[config.mk]
export PLATFORM = sky130hd
export DESIGN_NAME = reg_file_mp
export DESIGN_NICKNAME = d
export VERILOG_FILES = /design/src/rtl/reg_file_mp.sv
export SDC_FILE = /design/constraint.sdc
export NUM_CORES = 1
export LEC_CHECK = 0
export CAP_MARGIN = 5
export CORE_MARGIN = 10
export CORE_UTILIZATION = 35
export CTS_BUF_LIST = sky130_fd_sc_hd__clkbuf_4 sky130_fd_sc_hd__clkbuf_8
export DETAILED_ROUTE_END_ITERATION = 8
export PLACE_DENSITY = 0.65
export SYNTH_ARGS = -nofsm -noshare
export SYNTH_HDL_FRONTEND = slang
export SYNTH_SLANG_ARGS = --single-unit
[constraint.sdc]
create_clock -name clk -period 4.07 [get_ports clk]
set_input_delay 0.814 -clock clk [delete_from_list [all_inputs] [get_ports clk]]
set_output_delay 0.814 -clock clk [all_outputs]
set_load 0.02 [all_outputs]
[src/rtl/reg_file_mp.sv]
// reg_file_mp: multi-port register file with write bypass, optional registered read, zero register and clear sweep
module reg_file_mp #(
  parameter int DATA_WIDTH   = 8,
  parameter int REG_WIDTH    = 3,
  parameter int NUM_READ     = 2,
  parameter int NUM_WRITE    = 2,
  parameter int READ_LATENCY = 0,
  parameter int BYPASS       = 1,
  parameter int ZERO_REG     = 0
) (
  input  logic                            clk,
  input  logic                            rst_n,
  input  logic [NUM_WRITE-1:0]            write_en,
  input  logic [NUM_WRITE*REG_WIDTH-1:0]  write_addr,
  input  logic [NUM_WRITE*DATA_WIDTH-1:0] write_data,
  input  logic [NUM_READ*REG_WIDTH-1:0]   read_addr,
  output logic [NUM_READ*DATA_WIDTH-1:0]  read_data,
  input  logic                            clear_req,
  output logic                            clear_busy
);
  localparam int DEPTH = 1 << REG_WIDTH;
  typedef enum logic {IDLE, CLEAR} state_t;
  state_t state, state_nxt;
  logic [REG_WIDTH-1:0] cnt, cnt_nxt;
  logic [DATA_WIDTH-1:0] mem [DEPTH];
  logic [NUM_WRITE-1:0] wr_ok;
  logic [NUM_READ*DATA_WIDTH-1:0] lookup;
  logic last;
  assign clear_busy = state == CLEAR;
  assign last = cnt == '1;
  // A write is live only when not sweeping and not aimed at a hard-wired zero entry
  always_comb begin
    wr_ok = '0;
    for (int i = 0; i < NUM_WRITE; i++)
      wr_ok[i] = write_en[i] && !clear_busy &&
                 !(ZERO_REG != 0 && write_addr[i*REG_WIDTH +: REG_WIDTH] == '0);
  end
  // Ascending port scan so the highest-index matching writer is forwarded
  always_comb begin
    lookup = '0;
    for (int j = 0; j < NUM_READ; j++) begin
      lookup[j*DATA_WIDTH +: DATA_WIDTH] = mem[read_addr[j*REG_WIDTH +: REG_WIDTH]];
      for (int i = 0; i < NUM_WRITE; i++)
        if (BYPASS != 0 && wr_ok[i] &&
            write_addr[i*REG_WIDTH +: REG_WIDTH] == read_addr[j*REG_WIDTH +: REG_WIDTH])
          lookup[j*DATA_WIDTH +: DATA_WIDTH] = write_data[i*DATA_WIDTH +: DATA_WIDTH];
      if (ZERO_REG != 0 && read_addr[j*REG_WIDTH +: REG_WIDTH] == '0)
        lookup[j*DATA_WIDTH +: DATA_WIDTH] = '0;
    end
  end
  always_comb begin
    state_nxt = clear_busy ? (last ? IDLE : CLEAR) : (clear_req ? CLEAR : IDLE);
    cnt_nxt   = (clear_busy && !last) ? cnt + 1'b1 : '0;
  end
  always_ff @(posedge clk or negedge rst_n)
    if (!rst_n) begin
      state <= IDLE;
      cnt   <= '0;
    end else begin
      state <= state_nxt;
      cnt   <= cnt_nxt;
    end
  // Later ports overwrite earlier ones on the same address
  always_ff @(posedge clk or negedge rst_n)
    if (!rst_n) begin
      for (int a = 0; a < DEPTH; a++) mem[a] <= '0;
    end else if (clear_busy) begin
      mem[cnt] <= '0;
    end else begin
      for (int i = 0; i < NUM_WRITE; i++)
        if (wr_ok[i]) mem[write_addr[i*REG_WIDTH +: REG_WIDTH]] <= write_data[i*DATA_WIDTH +: DATA_WIDTH];
    end
  if (READ_LATENCY != 0) begin : g_reg
    always_ff @(posedge clk or negedge rst_n)
      if (!rst_n) read_data <= '0;
      else        read_data <= lookup;
  end else begin : g_comb
    assign read_data = lookup;
  end
endmodule

# [Word level (Yosys, flattened, before mapping)]
# Index checks and enable logic that the tools add are counted.
[classes] add_sub_neg=1 mux=26 bitwise_logic=7 eq_ne=5 magnitude_cmp=8 reduce_logical=12
[op_table] op="64-bit 2-to-1 mux" n=4
[op_table] op="64-bit bitwise mux" n=2
[op_table] op="8-bit 2-to-1 mux" n=11
[op_table] op="8-bit demux with 3-bit select" n=3
[op_table] op="64-bit bitwise AND" n=1
[op_table] op="64-bit NOT" n=1
[op_table] op="8-bit binary-select mux with 3-bit select" n=2
[op_table] op="4-bit greater-or-equal comparator, second input constant" n=5
[op_table] op="3-bit NOT with 4-bit output" n=5
[op_table] op="3-bit equality test" n=4
[op_table] op="4-bit by 1-bit less-than comparator with 1-bit output, second input constant" n=3
[op_table] op="1-bit logical AND" n=10
[op_table] op="3-bit by 1-bit adder with 3-bit output, second input constant" n=1
[op_table] op="3-bit equality test, second input constant" n=1
[op_table] op="1-bit 2-to-1 mux" n=3
[op_table] op="3-bit 2-to-1 mux" n=1
[op_table] op="1-bit logical NOT" n=2
[totals] input_bits=33 regBits=68 out_inout_bits=17

# [Logic depth before layout (Yosys ltp)]
# Gate-level depths: netlist (run 1).
[depth] word_depth=11 depth_mapped=7 depth_no_buf=4

# [Least setup slack after synthesis (run 1)]
# OpenSTA, ideal clock, no wires.
[synth_timing] path_kind="in2out" startpoint="input port read_addr[3]" endpoint="output port read_data[10]" arrival_time_ns=2.217 n_path_buf=2 path_slack_ns=1.039 stages=6 required_time_ns=3.256 path_cell_list="buf_6 -> buf_12 -> xnor2_1 -> nand4_2 -> mux2i_1 -> o21ai_0"
[synth_between] elab_chain_cells=6 elab_cells_between_ends=10 cone_classes="eq/ne: 2; mux: 5; bitwise: 1; reduce/logical: 2"
[synth_rtl] element="from (decl)" line="16" text="input logic [NUM_READ*REG_WIDTH-1:0] read_addr,"
[synth_rtl] element="3-bit NOT with 4-bit output (implied by the code)" line="42" text="lookup[j*DATA_WIDTH +: DATA_WIDTH] = mem[read_addr[j*REG_WIDTH +: REG_WIDTH]];"
[synth_rtl] element="8-bit binary-select mux with 3-bit select" line="42"
[synth_rtl] element="8-bit 2-to-1 mux (implied by the code) (2 in series)" line="42"
[synth_rtl] element="8-bit 2-to-1 mux" line="44" text="if (BYPASS != 0 && wr_ok[i] &&"
[synth_rtl] element="8-bit 2-to-1 mux (*)" line="44"
[synth_rtl] element="to (decl)" line="17" text="output logic [NUM_READ*DATA_WIDTH-1:0] read_data,"
# Every way passes the cells marked *; elsewhere a longest branch is shown, timed or not. The select of a mux whose other input is x is not followed.

# [Worst setup path in the final report (run 1)]
[layout_timing] startpoint="input port read_addr[3]" endpoint="output port read_data[9]"
# The elaborated chain is that of the path after synthesis.

==> results of run 1 <==
## routing by layer
metal | share of wire | GRT usage
met1 | 0.41 | 0.263
met5 | 0 | 0
met2 | 0.42 | 0.273
met4 | 0.033 | 0.0870
met3 | 0.13 | 0.0753
## layout make-up
type | instances | area, um^2
inverters | 45 | 169
well taps | 220 | 275
multi-input cells | 457 | 3570
clock buffers | 10 | 138
clock inverters | 6 | 135
repair buffers | 86 | 808
fillers | 1631 | 9780
flip-flops and latches | 68 | 1700
## power groups by stage
stage	registers (mW)	logic, mW	clock network (mW)
after CTS	1.12	1.41	0.798
after floorplan	0.998	1.02	0
final	1.14	1.42	0.798
after global routing	1.16	1.52	0.832
after detailed placement	1.14	1.40	0
after global placement	1.12	1.36	0
## per-stage QoR
stage / setup TNS, ns / hold WS (ns) / setup WS [ns] / instance area (um^2) / power, mW
2_1_floorplan: 0 / 0.477 / 1.04 / 5940 / 2.02
3_3_place_gp: 0 / 0.504 / 0.0307 / 6510 / 2.49
3_5_place_dp: 0 / 0.525 / 0.00252 / 6510 / 2.54
4_1_cts: 0 / 0.546 / 0.00109 / 6780 / 3.33
5_1_grt: -0.0129 / 0.574 / -0.0129 / 6800 / 3.52
6_report: 0 / 0.538 / 0.0511 / 6800 / 3.36
## cell usage in the layout, fill, tap and decap left out, types with 4 or more instances in the layout
cell type	count
nor2_1	70
dfrtp_1	67
nand2_1	51
a21oi_1	47
inv_1	45
o32ai_1	40
clkdlybuf4s50_1	37
buf_4	35
a311oi_1	31
o31ai_1	25
mux4_1	18
and3_1	17
a211oi_1	17
mux2_2	16
mux2i_1	16
o22ai_1	16
mux4_2	14
o21ai_0	14
nand3_1	12
clkbuf_8	10
dlymetal6s2s_1	9
o21ai_1	7
xor2_1	6
xnor2_1	6
nand2b_1	5
nor2b_1	4
bufinv_16	4
## state kept, by name, summed over array words and instances (netlist names)
name        count
mem            64
cnt             3
clear_busy      1
## worst max-delay path by stage
stage	end	start	cells past startpoint	slack, ns
finish	read_data[9]	read_addr[3]	7	0.05
global route	read_data[2]	write_en[1]	7	-0.01
detailed placement	read_data[11]	read_addr[3]	7	0.003
CTS	read_data[7]	read_addr[0]	7	0.001
floorplan	read_data[10]	read_addr[3]	6	1.04
global placement	read_data[12]	read_addr[3]	7	0.03
## logic make-up after synthesis
family                     count (synthesis)  share of synthesized area
DFF                                       68                      0.286
adders and majority gates                  2                    0.00421
xor gates and xnor gates                  12                     0.0177
buffers and inverters                    111                      0.113
AOI/OAI and AO/OA                        199                      0.234
muxes                                     64                      0.190
and+or+nand+nor                          180                      0.154
## worst max-delay path: stages
cell and delay (ns):
clkdlybuf4s50_1 0.50, buf_12 0.18, mux4_1 0.60, mux2_2 0.28, mux2i_1 0.16, o21ai_0 0.11
clkdlybuf4s50_1 0.54
## repair_timing
action | 4_1_cts | 5_1_grt
hold endpoints to repair | 0 | 0
buffers inserted | 0 | 0
gates resized for setup | 2 | 9
endpoints found under the setup margin | 2 | 9
==> metrics, run 1 <==
Top FF cell, synth=dfrtp_1; power per standard cell area=between 400 and 500 nW/um^2; crit path DAT=3.20 ns; most frequent cells after synthesis=nor2_1 (70), dfrtp_1 (68), nand2_1 (51); GRT Overall Usage=0.196; WP data required=3.26 ns; # port buffers=49; initial antenna violation count=0; R2R Path End=mem[48]$_DFF_PN0_; syn nets=671; Final Non-Filler Cells=~890; vias in the first global route=between 5,000 and 6,000; fin nets=702; DR WL/cell=24.9 um; internal power=1.96 mW; Die X=~150 um; synthesized cell area=5940 um^2; Clock Latency Late Sink=0.39 ns; Root Driver=clkbuf_8; RePlAce Congestion=1.06; area grow syn2layout=14.5%; Worst R2R Setup Slack=1.04 ns; Post-synth EDFFs=0; dpl cells=876; DRT antenna net count=0; H-tree levels=3; Reg2Reg Depth=5; Synth area leader=dfrtp_1; largest net degree at the start of global routing=44; Finish-stage setup viols=0; Synth warnings=0; first-pass GRT wire length=around 34,000 um; most common cell in the synthesized netlist=nor2_1; Slew HR=0.308; Post-Route WL=22,200 um; Slew Limit Fails=0; Crit. End Element=output port; CP Class=primary input to output port; max capacitance violation total=0; # hold bufs at CTS=0; Tcrit/Tclk final=0.987; # rows=47; clock sinks=68; sequential share of power=0.340; final hold violation count=0; Clock power frac=0.237; Ports=50; Hold Crit Class=primary input to asynchronous set/reset pin; post-synth top area share=0.286; Leak=3.02 nW; clk_skew=0.0142 ns; switching portion of total power=0.416; clock slew at reported path FFs=roughly 0.080 ns; HPWL after detailed placement=15,800 um; CTS tree=built; post-synth cell types=46; synthesized flop and latch total=68; Vias/cell=6.43; worst vdd ir=0.291 mV; core area=16,600 um^2; Crit Path Max Fanout=18; Least-Margin Pin Slew=1.03 ns; minimum clock period=4.02 ns; initial core utilization=0.358; DRT Pass-1 Iters=5; Post-synth ARST share=1.00; Area contributors post-synth=dfrtp_1 (29%), mux4_1 (8.0%), o32ai_1 (5.9%), mux4_2 (5.3%), a311oi_1 (4.6%); outcome=finished, final reports clean; Mapped Cells=between 600 and 700; die area=22,600 um^2; n_diodes=0; post-layout util=0.410; share of post-route cells with drive strength above 1=0.149; initial drt markers=889; Avg Cell Area, Syn=between 9 and 10 um^2; CTS max path bufs=2; Die Height=150 um; sequential fraction of the synthesis area=0.286; vias=approximately 5,700; FMAX=249 MHz; Reg2Reg Launch Point=clear_busy$_DFF_PN0_; DRC=0; startpoint class of the critical path=primary input; Num CTS Buffers=9; Comb pwr share=0.423; Psw=1.40 mW; gr ovfl total=0
No activity file was read; power rests on OpenSTA's default activity.
==> run 2: changes to the inputs <==
==> constraint.sdc (replaced) <==
create_clock -name clk -period 4.07 [get_ports clk]
set_input_delay 0.814 -clock clk [delete_from_list [all_inputs] [get_ports clk]]
set_output_delay 0.814 -clock clk [all_outputs]
set_load 0.005 [all_outputs]
==> metrics, run 2 (synthesized netlist as in run 1, its figures left out) <==
power per standard cell area=459 nW/um^2; hold path cells=2; max FFs per register=64; RePlAce Congestion=a little over 1; internal power=approximately 1.8 mW; Root Driver=clkbuf_8; DRT Pass-1 Iters=5; met3 WL=3120 um; switching portion of total power=0.426; Post-Route WL=21,900 um; Crit Path Max Fanout=18; DR WL/cell=approximately 25 um; Final Instance Area=6690 um^2; minimum clock period=4.00 ns; clk_skew=0.0122 ns; wire length on met2=9200 um; share of post-route cells with drive strength above 1=0.148; Hold Crit Class=flop to flop; Biggest register=mem; DRT antenna net count=0; Tcrit/Tclk final=0.984; FMAX=~250 MHz; Reg2Reg Depth=5; Crit. End Element=output port; CTS tree=built; Vias/cell=6.40; WP data required=3.26 ns; Ports=50; RSZ-0062 raised after global routing=false; core area=~17,000 um^2; Clock power frac=0.187; worst vdd ir=0.227 mV; final hold violation count=0; Num CTS Buffers=9; initial drt markers=between 800 and 900; DRT met1 WL=8900 um; startpoint class of the critical path=primary input; first-pass GRT wire length=33,100 um; max capacitance violation total=0; clock slew at reported path FFs=0.09 ns; Worst Hold Slack=approximately 0.56 ns; crit path DAT=around 3.2 ns; Tot Pwr=a little over 3 mW; gr ovfl total=0; Leak=2.80 nW; Finish-stage setup viols=0; most frequent cells in the layout=nor2_1 (70), dfrtp_1 (67), nand2_1 (51), clkdlybuf4s50_1 (48), a21oi_1 (47); n_diodes=0; placed cell area=approximately 6500 um^2; Slew Limit Fails=0; H-tree levels=3; vias=about 5,700; post-CTS setup buffers=0; initial core utilization=0.358; GRT Overall Usage=0.193; setup_tns=0 ns; DRC=0; die area=22,600 um^2; clock sinks=a little under 70; area grow syn2layout=12.6%; Die X=150 um; # hold bufs at CTS=0; initial antenna violation count=0; fin nets=700; top sig layer=met4; most common cell after layout, fill and taps aside=nor2_1; # port buffers=49; Slew HR=0.292; # rows=47; Die Height=150 um; sequential share of power=0.369; Comb pwr share=0.444; CTS max path bufs=2; Psw=between 1 and 1.5 mW; vias in the first global route=between 5,000 and 6,000; CTS resizes=0; Clock Latency Late Sink=roughly 0.37 ns; outcome=finished, final reports clean; largest net degree at the start of global routing=43; Least-Margin Pin Slew=1.05 ns; HPWL after detailed placement=approximately 16,000 um; CP Class=primary input to output port
## run 2: cell count changes in the layout (fill, tap and decap cells not counted)
cell,before,now
clkdlybuf4s50_1,37,48
buf_4,35,33
mux2i_2,0,1
dlymetal6s2s_1,9,0
clkinv_2,0,3
clkinvlp_4,2,3
mux2i_1,16,15
clkbuf_8,10,9
bufinv_16,4,1
dlygate4sd2_1,2,0
## run 2: worst paths after layout
| kind | start | slack (ns) | endpoint |
|---|---|---|---|
| min in group asynchronous | rst_n | 0.63 | mem[40]$_DFF_PN0_ |
| max in group asynchronous | rst_n | 2.61 | mem[56]$_DFF_PN0_ |
| worst max register to register | clear_busy$_DFF_PN0_ | 1.56 | mem[51]$_DFF_PN0_ |
| worst min register to register | mem[32]$_DFF_PN0_ | 0.56 | mem[32]$_DFF_PN0_ |
| worst max-delay path | read_addr[0] | 0.07 | read_data[7] |
| worst min-delay path | mem[32]$_DFF_PN0_ | 0.56 | mem[32]$_DFF_PN0_ |
## run 2: layout make-up
class                      instances  area [um^2]
clock buffer                       9          124
timing repair buffer              84          773
clock inverter                     7         67.6
inverter                          45          169
sequential                        68         1700
fill                            1618         9890
multi-input combinational        457         3580
tap                              220          275
## run 2: routing by layer
metal | up-vias | global-route usage
met1 | 2745 | 0.256
met5 | - | 0
met4 | 0 | 0.0739
li1 | 2475 | -
met2 | 424 | 0.277
met3 | 55 | 0.0735
## run 2: critical path: stages
cell             delay, ns
clkdlybuf4s50_1       0.50
buf_12                0.19
mux4_1                0.61
mux2_2                0.29
mux2i_1               0.19
o21ai_0               0.12
clkdlybuf4s50_1       0.46
## run 2: stage by stage
step           cells   util  setup slack, ns
3_3_place_gp     874  0.392           0.0970
5_1_grt          890  0.403           0.0129
3_5_place_dp     874  0.392           0.0711
4_1_cts          890  0.403           0.0677
6_report         890  0.403           0.0656
2_1_floorplan    636      -             1.23
## run 2: power groups by stage
stage | clock network (mW) | logic, mW | registers, mW
finish | 0.575 | 1.36 | 1.13
detailed placement | 0 | 1.33 | 1.13
global route | 0.615 | 1.47 | 1.15
global placement | 0 | 1.29 | 1.11
CTS | 0.577 | 1.34 | 1.12
floorplan | 0 | 0.963 | 0.994
==> run 3: changes to the inputs <==
--- a/config.mk
+++ b/config.mk
@@ -9,6 +9,7 @@
 export CORE_MARGIN = 10
 export CORE_UTILIZATION = 35
 export CTS_BUF_LIST = sky130_fd_sc_hd__clkbuf_4 sky130_fd_sc_hd__clkbuf_8
+export CTS_CLUSTER_DIAMETER = 30
 export DETAILED_ROUTE_END_ITERATION = 8
 export PLACE_DENSITY = 0.65
 export SYNTH_ARGS = -nofsm -noshare
==> constraint.sdc (replaced) <==
create_clock -name clk -period 5.15 [get_ports clk]
set_input_delay 1.03 -clock clk [delete_from_list [all_inputs] [get_ports clk]]
set_output_delay 1.03 -clock clk [all_outputs]
set_load 0.005 [all_outputs]
==> metrics, run 3 (synthesized netlist as in run 1, its figures left out) <==
DRC=0; GRT Overall Usage=0.190; outcome=finished, final reports clean; minimum clock period=about 4.6 ns; Die X=150 um; fin nets=about 700; # port buffers=49; Slew Limit Fails=0; # rows=between 40 and 50; WP data required=around 4.1 ns; CTS tree=built; most common cell after layout, fill and taps aside=nor2_1; Leak=2.75 nW; power per standard cell area=roughly 370 nW/um^2; clock sinks=68; initial drt markers=833; Clock Latency Late Sink=~0.38 ns; most frequent cells in the layout=nor2_1 (70), dfrtp_1 (67), nand2_1 (51), clkdlybuf4s50_1 (48), a21oi_1 (47); initial antenna violation count=0; RePlAce Congestion=between 0.9 and 1; Biggest register=mem; # hold bufs at CTS=0; post-CTS setup buffers=0; Crit. End Element=output port; vias in the first global route=roughly 5,500; largest net degree at the start of global routing=44; Critical Path Most Common Cell=clkdlybuf4s50_1; FMAX=216 MHz; Num CTS Buffers=9; final hold violation count=0; Final Non-Filler Cells=878; DRT antenna net count=0; startpoint class of the critical path=primary input; Slew HR=0.159; DRT Pass-1 Iters=6; CP top delay family=buffers and inverters; die area=22,600 um^2; dpl cells=862; CTS max path bufs=2; clk_skew=0.00820 ns; max FFs per register=64; Crit-path slowest cell=clkdlybuf4s50_1; Root Driver=clkbuf_8; Finish-stage setup viols=0; max capacitance violation total=0; first-pass GRT wire length=32,900 um; area grow syn2layout=11.1%; Post-Route WL=21,700 um; Ports=50; RSZ-0062 raised after global routing=false; setup_tns=0 ns; Crit Path Max Fanout=16; HPWL after detailed placement=15,200 um; clock slew at reported path FFs=approximately 0.080 ns; worst vdd ir=between 0.15 and 0.2 mV; CP Cell Sequence=clkdlybuf4s50_1 > buf_4 > xor2_1 > nor4_4 > nand2_1 > o21ai_1 > clkdlybuf4s50_1; gr ovfl total=0; vias=5,679; core area=16,600 um^2; CTS resizes=0; Least-Margin Pin Slew=1.26 ns; Hold Crit Class=flop to flop; H-tree levels=3; Tcrit/Tclk final=0.901; Die Height=150 um; Vias/cell=between 6 and 7; share of post-route cells with drive strength above 1=0.131; initial core utilization=0.358; CP Class=primary input to output port; DR WL/cell=24.7 um; crit path DAT=3.61 ns; Bufs and invs on worst path=3; n_diodes=0; slowest stage delay, CP=0.64 ns
-- run 3: cell types whose count changed in the layout (fill, tap and decap cells not counted) --
cell        previous run  this run
buf_12                 2         0
buf_4                 33        23
clkbuf_8               9        13
clkinv_2               3         1
clkinvlp_4             3         1
mux2i_1               15        16
mux2i_2                1         0
-- run 3: area by class of cell --
| class | count | area, um^2 |
|---|---|---|
| multi-input cells | 457 | 3570 |
| clock inverters | 3 | 42.5 |
| repair buffers | 72 | 658 |
| well taps | 220 | 275 |
| inverters | 45 | 169 |
| clock buffers | 13 | 179 |
| flip-flops and latches | 68 | 1700 |
| fillers | 1607 | 9980 |
-- run 3: stage by stage --
| stage | cell area (um^2) | hold WS (ns) | utilization | setup WS [ns] | total power, mW |
|---|---|---|---|---|---|
| final | 6600 | 0.543 | 0.398 | 0.511 | 2.47 |
| after floorplan | 5940 | 0.477 | - | 1.87 | 1.55 |
| after global routing | 6600 | 0.574 | 0.398 | 0.347 | 2.60 |
| after global placement | 6380 | 0.504 | 0.385 | 0.600 | 1.88 |
| after detailed placement | 6380 | 0.520 | 0.385 | 0.560 | 1.94 |
| after CTS | 6600 | 0.540 | 0.398 | 0.553 | 2.44 |
-- run 3: tightest hold or removal path, stage by stage, from the launching register on --
cell and delay [ns]:
dfrtp_1 0.38, nand2_1 0.06, o31ai_1 0.06
-- run 3: power breakdown --
part,leakage [nW],total (mW),internal [mW],switching (mW)
sequential,0.928,0.921,0.684,0.237
clock,0.112,0.512,0.276,0.236
combinational,1.72,1.04,0.475,0.562
total,2.75,2.47,1.43,1.04
-- run 3: path summary, 6_finish.rpt --
check | start | to | slack [ns] | cells past startpoint
min in group asynchronous | rst_n | mem[13]$_DFF_PN0_ | 0.70 | 1
min reg2reg | mem[39]$_DFF_PN0_ | mem[39]$_DFF_PN0_ | 0.54 | 2
max | read_addr[2] | read_data[5] | 0.51 | 7
max in group asynchronous | rst_n | mem[16]$_DFF_PN0_ | 3.44 | 2
min | mem[39]$_DFF_PN0_ | mem[39]$_DFF_PN0_ | 0.54 | 2
max reg2reg | clear_busy$_DFF_PN0_ | mem[54]$_DFF_PN0_ | 2.09 | 6
-- run 3: per-layer routing --
metal / wire [um] / track usage / share of wire / vias up
li1: - / - / - / 2454
met1: 9160 / 0.262 / 0.42 / 2800
met2: 9240 / 0.270 / 0.43 / 376
met3: 2450 / 0.0528 / 0.11 / 49
met4: 835 / 0.0855 / 0.038 / 0
met5: 0 / 0 / 0 / -
